### src/rtl/ifm_rsp_if.sv
// Address-request and returned-word streams between the feature-memory requester and ifm_rsp.
// The requester uses the master modport; the responder uses the slave modport.
interface ifm_rsp_if #(
  parameter int DW = 8,
  parameter int DN = 8,
  parameter int AW = 14
);
  logic [AW-1:0]    ifm_addr;
  logic             ifm_addr_first;
  logic             ifm_addr_last;
  logic             ifm_addr_valid;
  logic             ifm_addr_ready;
  logic [DN*DW-1:0] s_data;
  logic             s_first;
  logic             s_last;
  logic             s_valid;
  logic             s_ready;

  modport master (
    output ifm_addr, ifm_addr_first, ifm_addr_last, ifm_addr_valid,
    input  ifm_addr_ready,
    input  s_data, s_first, s_last, s_valid,
    output s_ready
  );

  modport slave (
    input  ifm_addr, ifm_addr_first, ifm_addr_last, ifm_addr_valid,
    output ifm_addr_ready,
    output s_data, s_first, s_last, s_valid,
    input  s_ready
  );
endinterface

### src/rtl/ifm_rsp.sv
// Feature-memory read responder: one SRAM read per accepted address, words returned through a credit-managed FIFO.
// Define IFM_RSP_RDREG_EN to register mem_rdata before the FIFO (read latency 3 instead of 2).
module ifm_rsp #(
  parameter int DW    = 8,
  parameter int DN    = 8,
  parameter int AW    = 14,
  parameter int DEPTH = 4
) (
  input  logic             clk,
  input  logic             rst_n,
  ifm_rsp_if.slave         bus,
  output logic             mem_en,
  output logic [AW-1:0]    mem_addr,
  input  logic [DN*DW-1:0] mem_rdata,
  output logic             busy
);
  localparam int WW = DN * DW;
  localparam int PW = $clog2(DEPTH);
  localparam int CW = PW + 1;
  localparam logic [CW:0] DEPTH_OCC = (CW+1)'(DEPTH);

  logic              acc;
  logic              push;
  logic              pop;
  logic [WW+1:0]     push_word;
  logic [WW+1:0]     head;
  logic [1:0]        infl_cnt;
  logic [CW:0]       occ;
  logic              vld_p1_q;
  logic              first_p1_q;
  logic              last_p1_q;
  logic [PW-1:0]     wr_ptr_q, wr_ptr_d;
  logic [PW-1:0]     rd_ptr_q, rd_ptr_d;
  logic [CW-1:0]     count_q, count_d;
  logic [WW+1:0]     fifo_q [DEPTH];

  // Every read in flight already owns a FIFO slot, so a push can never overflow.
  assign occ                = {1'b0, count_q} + {{(CW-1){1'b0}}, infl_cnt};
  assign bus.ifm_addr_ready = rst_n & (occ < DEPTH_OCC);
  assign acc                = bus.ifm_addr_valid & bus.ifm_addr_ready;
  assign mem_en             = acc;
  assign mem_addr           = bus.ifm_addr;

  // ---- stage p1: SRAM read cycle ----
  always_ff @(posedge clk or negedge rst_n) begin
    if (!rst_n) vld_p1_q <= 1'b0;
    else        vld_p1_q <= acc;
  end

  always_ff @(posedge clk) begin
    if (acc) begin
      first_p1_q <= bus.ifm_addr_first;
      last_p1_q  <= bus.ifm_addr_last;
    end
  end

`ifdef IFM_RSP_RDREG_EN
  logic          vld_p2_q;
  logic          first_p2_q;
  logic          last_p2_q;
  logic [WW-1:0] rdata_p2_q;

  // ---- stage p2: registered read data ----
  always_ff @(posedge clk or negedge rst_n) begin
    if (!rst_n) vld_p2_q <= 1'b0;
    else        vld_p2_q <= vld_p1_q;
  end

  always_ff @(posedge clk) begin
    if (vld_p1_q) begin
      first_p2_q <= first_p1_q;
      last_p2_q  <= last_p1_q;
      rdata_p2_q <= mem_rdata;
    end
  end

  assign push      = vld_p2_q;
  assign push_word = {rdata_p2_q, first_p2_q, last_p2_q};
  assign infl_cnt  = {1'b0, vld_p1_q} + {1'b0, vld_p2_q};
`else
  assign push      = vld_p1_q;
  assign push_word = {mem_rdata, first_p1_q, last_p1_q};
  assign infl_cnt  = {1'b0, vld_p1_q};
`endif

  // ---- return FIFO ----
  assign pop = (count_q != '0) & bus.s_ready;

  always_comb begin
    wr_ptr_d = wr_ptr_q + PW'(push);
    rd_ptr_d = rd_ptr_q + PW'(pop);
    count_d  = count_q + CW'(push) - CW'(pop);
  end

  always_ff @(posedge clk or negedge rst_n) begin
    if (!rst_n) begin
      wr_ptr_q <= '0;
      rd_ptr_q <= '0;
      count_q  <= '0;
    end else begin
      wr_ptr_q <= wr_ptr_d;
      rd_ptr_q <= rd_ptr_d;
      count_q  <= count_d;
    end
  end

  always_ff @(posedge clk) begin
    if (push) fifo_q[wr_ptr_q] <= push_word;
  end

  // Storage is never reset; the empty FIFO presents zeros instead.
  assign head        = fifo_q[rd_ptr_q];
  assign bus.s_valid = (count_q != '0);
  assign bus.s_data  = bus.s_valid ? head[WW+1:2] : '0;
  assign bus.s_first = bus.s_valid & head[1];
  assign bus.s_last  = bus.s_valid & head[0];
  assign busy        = (infl_cnt != 2'd0) | (count_q != '0);
endmodule

### src/flat_wrapper.sv
// flat-port wrapper written by rule: the top's interface ports become plain ports
module ifm_rsp_flat 
#(
  parameter int DW    = 8,
  parameter int DN    = 8,
  parameter int AW    = 14,
  parameter int DEPTH = 4
)
  (clk, rst_n, mem_en, mem_addr, mem_rdata, busy, bus_ifm_addr, bus_ifm_addr_first, bus_ifm_addr_last, bus_ifm_addr_valid, bus_ifm_addr_ready, bus_s_data, bus_s_first, bus_s_last, bus_s_valid, bus_s_ready);
  ifm_rsp_if #(.DW(DW), .DN(DN), .AW(AW)) bus_i ();
  input  logic clk;
  input  logic rst_n;
  output logic mem_en;
  output logic [AW-1:0] mem_addr;
  input  logic [DN*DW-1:0] mem_rdata;
  output logic busy;
  input wire logic [$bits(bus_i.ifm_addr)-1:0] bus_ifm_addr;
  input wire logic [$bits(bus_i.ifm_addr_first)-1:0] bus_ifm_addr_first;
  input wire logic [$bits(bus_i.ifm_addr_last)-1:0] bus_ifm_addr_last;
  input wire logic [$bits(bus_i.ifm_addr_valid)-1:0] bus_ifm_addr_valid;
  output wire logic [$bits(bus_i.ifm_addr_ready)-1:0] bus_ifm_addr_ready;
  output wire logic [$bits(bus_i.s_data)-1:0] bus_s_data;
  output wire logic [$bits(bus_i.s_first)-1:0] bus_s_first;
  output wire logic [$bits(bus_i.s_last)-1:0] bus_s_last;
  output wire logic [$bits(bus_i.s_valid)-1:0] bus_s_valid;
  input wire logic [$bits(bus_i.s_ready)-1:0] bus_s_ready;
  assign bus_i.ifm_addr = bus_ifm_addr;
  assign bus_i.ifm_addr_first = bus_ifm_addr_first;
  assign bus_i.ifm_addr_last = bus_ifm_addr_last;
  assign bus_i.ifm_addr_valid = bus_ifm_addr_valid;
  assign bus_ifm_addr_ready = bus_i.ifm_addr_ready;
  assign bus_s_data = bus_i.s_data;
  assign bus_s_first = bus_i.s_first;
  assign bus_s_last = bus_i.s_last;
  assign bus_s_valid = bus_i.s_valid;
  assign bus_i.s_ready = bus_s_ready;
  ifm_rsp #(.DW(DW), .DN(DN), .AW(AW), .DEPTH(DEPTH)) u_core (.clk(clk), .rst_n(rst_n), .bus(bus_i), .mem_en(mem_en), .mem_addr(mem_addr), .mem_rdata(mem_rdata), .busy(busy));
endmodule
### config.mk
export PLATFORM = sky130hd
export DESIGN_NAME = ifm_rsp_flat
export DESIGN_NICKNAME = d
export VERILOG_FILES = /design/src/rtl/ifm_rsp_if.sv /design/src/rtl/ifm_rsp.sv /design/src/flat_wrapper.sv
export SDC_FILE = /design/constraint.sdc
export NUM_CORES = 1
export LEC_CHECK = 0
export ABC_AREA = 1
export ABC_CLOCK_PERIOD_IN_PS = 6700
export BUFFER_PORTS_ARGS = -buffer_cell sky130_fd_sc_hd__buf_4
export CORE_MARGIN = 2
export CORE_UTILIZATION = 35
export DETAILED_ROUTE_END_ITERATION = 8
export PLACE_DENSITY = 0.54
export SYNTH_ARGS = -nofsm -noshare
export SYNTH_HDL_FRONTEND = slang
export SYNTH_SLANG_ARGS = --single-unit
### constraint.sdc
create_clock -name clk -period 6.7 [get_ports clk]
set_clock_uncertainty 0.1 [all_clocks]
set_input_delay 0 -clock clk [delete_from_list [all_inputs] [get_ports clk]]
set_output_delay 0 -clock clk [all_outputs]
set_load 0.02 [all_outputs]
==> results.cfg <==
[job]
cap_violations = 0

[yosys]
synth_top_area_cell = edfxtp_1
ys_warn_count = 0
synth-main-ff-cell = edfxtp_1
synth.distinct_cells = 20
avgSynthCellArea_um2 = 11.1
synth_seq_cells = 274
synth_top_area_share = 0.695
syn-cell-area_mm2 = 0.0115
syn-num-nets = 1127
synth_common_cells = nand2_1 (402), edfxtp_1 (266), inv_1 (141), nand3_1 (70), a21oi_1 (66)
async_reset_ff_frac = 0.0292
yosys-top-cells-area = edfxtp_1 (70%), nand2_1 (13%), inv_1 (4.6%), nand3_1 (3.0%), a21oi_1 (2.9%)
synth-edff-count = 266
yosysSeqAreaShare = 0.713
synth.most_common_cell = nand2_1
syn_inst = 1039

[clocking]
cts_max_level = 1
cts_resized = 0
cts.clk_slew.worst_paths_ns = 0.06
cts.path.max_buffers = 3
clock_sinks = 274
cts_made_buffers = 29
cts_root_buffer = clkbuf_16
tritoncts = done
clkLatencyLatePin_ns = 0.54

[timing]
rsz0062_at_grt = no
fmax_mhz = 277
finalCriticalPeriod_ns = 3.61
maxSlewViolCount = 0
fin_setup_tns_ns = 0
tightest_slew_ns = 0.948
slew-limit-headroom = 0.367
finalSetupViolations = 0
fin_crit_sh = 0.538
hold_viol = 0
fin_ws_ns = 3.09

[routing]
via_per_inst = 4.44
drt-total-wl_mm = 26.6
routedWlPerCell_um = 15.6
drc = 0
first_iter_violations = 432
first_pass_iters = 5
postRouteAntennaNets = 0
num_vias = 7559

[floorplan]
num_io_pins = 168
dieArea_mm2 = 0.0343
num_rows = 66
initial_utilization = 0.354
fp.dieH_um = 185
core_mm2 = 0.0325
fp.dieW_um = 185

[worst_setup_path]
critical_path_class = reg -> out
worst_setup_path_end_kind = output pin
path_max_fanout = 74
crit_start = u_core.rd_ptr_q[0]
timing.rr.start = u_core.push
critical_path.slowest_cell = dfrtp_4
start_kind = register
cp_cell_sequence = inv_4 > buf_4 > nand2_1 > nand2_1 > nand2_1 > a21oi_1 > buf_4
max_stage_delay_ns = 0.79
crit_family = buffers and inverters
critical_path_buf_inv_count = 3
required_ns = 6.60
arrival_ns = 3.51
cp_common_cell = nand2_1

[power]
power_frac_comb = 0.378
p_int_w = 0.00396
clock_power_share = 0.276
p_sw_w = 0.00231
leakagePower_nw = 6.18
sw_frac_of_total = 0.369
powerDensity_mw_per_mm2 = 427
pwr-share-seq = 0.346
peakVddDrop_mv = 0.244

[place]
place_congestion = 0.700
io_buffer_count = 139
post-place-ws_ns = 3.59
hpwlAfterDp_mm = 14.5

[cells_and_area]
area_growth_pct = 27.7
fillCellCount = 2978
fin_nets = 1328
drive_gt1_frac = 0.164
antennaDiodeCount = 0

[hold_path]
worstHoldPathType = in -> reg
hp-start = bus_ifm_addr_first

[global_route]
grtUsageTotal = 0.155
grt_first_pass_wirelength_mm = 40.6
antenna_found_initial = 0
grt_remaining_overflow = 0
grt_max_degree = 75
grt_pass1_vias = 7205

[run_status]
status = complete, no violations
cell type report:
type / count / area [um2] / share of cell area
inverters: 144 / 543 / 0.0370
multi-input cells: 556 / 2350 / 0.160
repair buffers: 235 / 1970 / 0.135
well taps: 442 / 553 / 0.0377
flip-flops and latches: 274 / 8190 / 0.559
clock buffers: 34 / 774 / 0.0528
clock inverters: 19 / 275 / 0.0188
logic make-up after synthesis:
group / count (synthesis) / share of synthesized area
AOI/OAI and AO/OA: 66 / 0.0288
xor gates and xnor gates: 4 / 0.00305
DFF: 274 / 0.713
and+or+nand+nor: 482 / 0.166
adders and majority gates: 4 / 0.00501
buffers and inverters: 209 / 0.0842
worst reg2reg max path: cells and delay by family (launching register included):
family / cells / cell delay (ns)
buffers and inverters: 2 / 1.00
flip-flops: 1 / 0.43
AND/OR/NAND/NOR: 1 / 0.55
sequential cells by signal, indices dropped and copies added, names as in the netlist:
signal / count
u_core.fifo_q: 264
u_core.count_q: 3
u_core.rd_ptr_q: 2
u_core.wr_ptr_q: 2
u_core.first_p1_q: 1
u_core.last_p1_q: 1
u_core.push: 1
path summary, 6_finish.rpt:
check / end / slack [ns] / cells past startpoint
worst max-delay path: bus_s_data[31] / 3.09 / 7
worst min-delay path: u_core.first_p1_q / 0.07 / 2
worst max register to register: u_core.fifo_q[3][33] / 4.21 / 3
worst min register to register: u_core.wr_ptr_q[1] / 0.45 / 1
max in group asynchronous: u_core.rd_ptr_q[0] / 5.83 / 3
min in group asynchronous: u_core.count_q[1] / 0.36 / 3
repair_timing:
| action | 4_1_cts | 5_1_grt |
|---|---|---|
| setup buffers | 0 | 0 |
| hold endpoints to repair | 287 | 0 |
| hold buffers | 84 | 0 |
| setup endpoints to repair | 0 | 0 |
cell usage in the layout (no fill, tap or decap), types with 2 or more instances in the layout:
cell type / count
nand2_1: 402
edfxtp_1: 266
buf_4: 151
inv_1: 141
dlygate4sd3_1: 84
nand3_1: 70
a21oi_1: 66
clkbuf_16: 29
bufinv_16: 7
dfrtp_1: 6
clkinv_1: 5
xor2_1: 4
nor3_2: 4
nor2_1: 3
ha_1: 3
clkinv_2: 3
clkinvlp_4: 3
clkbuf_8: 3
inv_2: 2
nand4_1: 2
clkbuf_1: 2
routing by layer:
layer	wire length (um)	part of all wire	track usage	vias to the layer above
li1	-	-	-	3761
met1	11800	0.45	0.205	3568
met2	12900	0.48	0.266	201
met3	1490	0.056	0.0265	29
met4	402	0.015	0.0362	0
met5	0	0	0	-
power by group through the flow:
| stage | Clock [W] | Combinational, W | Sequential (W) |
|---|---|---|---|
| floorplan | 0 | 0.00156 | 0.00213 |
| global placement | 0 | 0.00236 | 0.00220 |
| detailed placement | 0 | 0.00236 | 0.00221 |
| CTS | 0.00177 | 0.00242 | 0.00217 |
| global route | 0.00184 | 0.00261 | 0.00219 |
| finish | 0.00173 | 0.00237 | 0.00217 |
stage by stage:
stage               instance area [um2]  power, W  hold WS [ns]  std cells  utilization
floorplan                         11500   0.00369        -0.396       1039            -
global placement                  12800   0.00456        -0.269       1567        0.394
detailed placement                12800   0.00457        -0.269       1567        0.394
CTS                               14700   0.00636        0.0477       1704        0.452
global route                      14700   0.00664        0.0669       1704        0.452
finish                            14700   0.00627        0.0731       1704        0.452
Power figures use the tool's default switching activity.
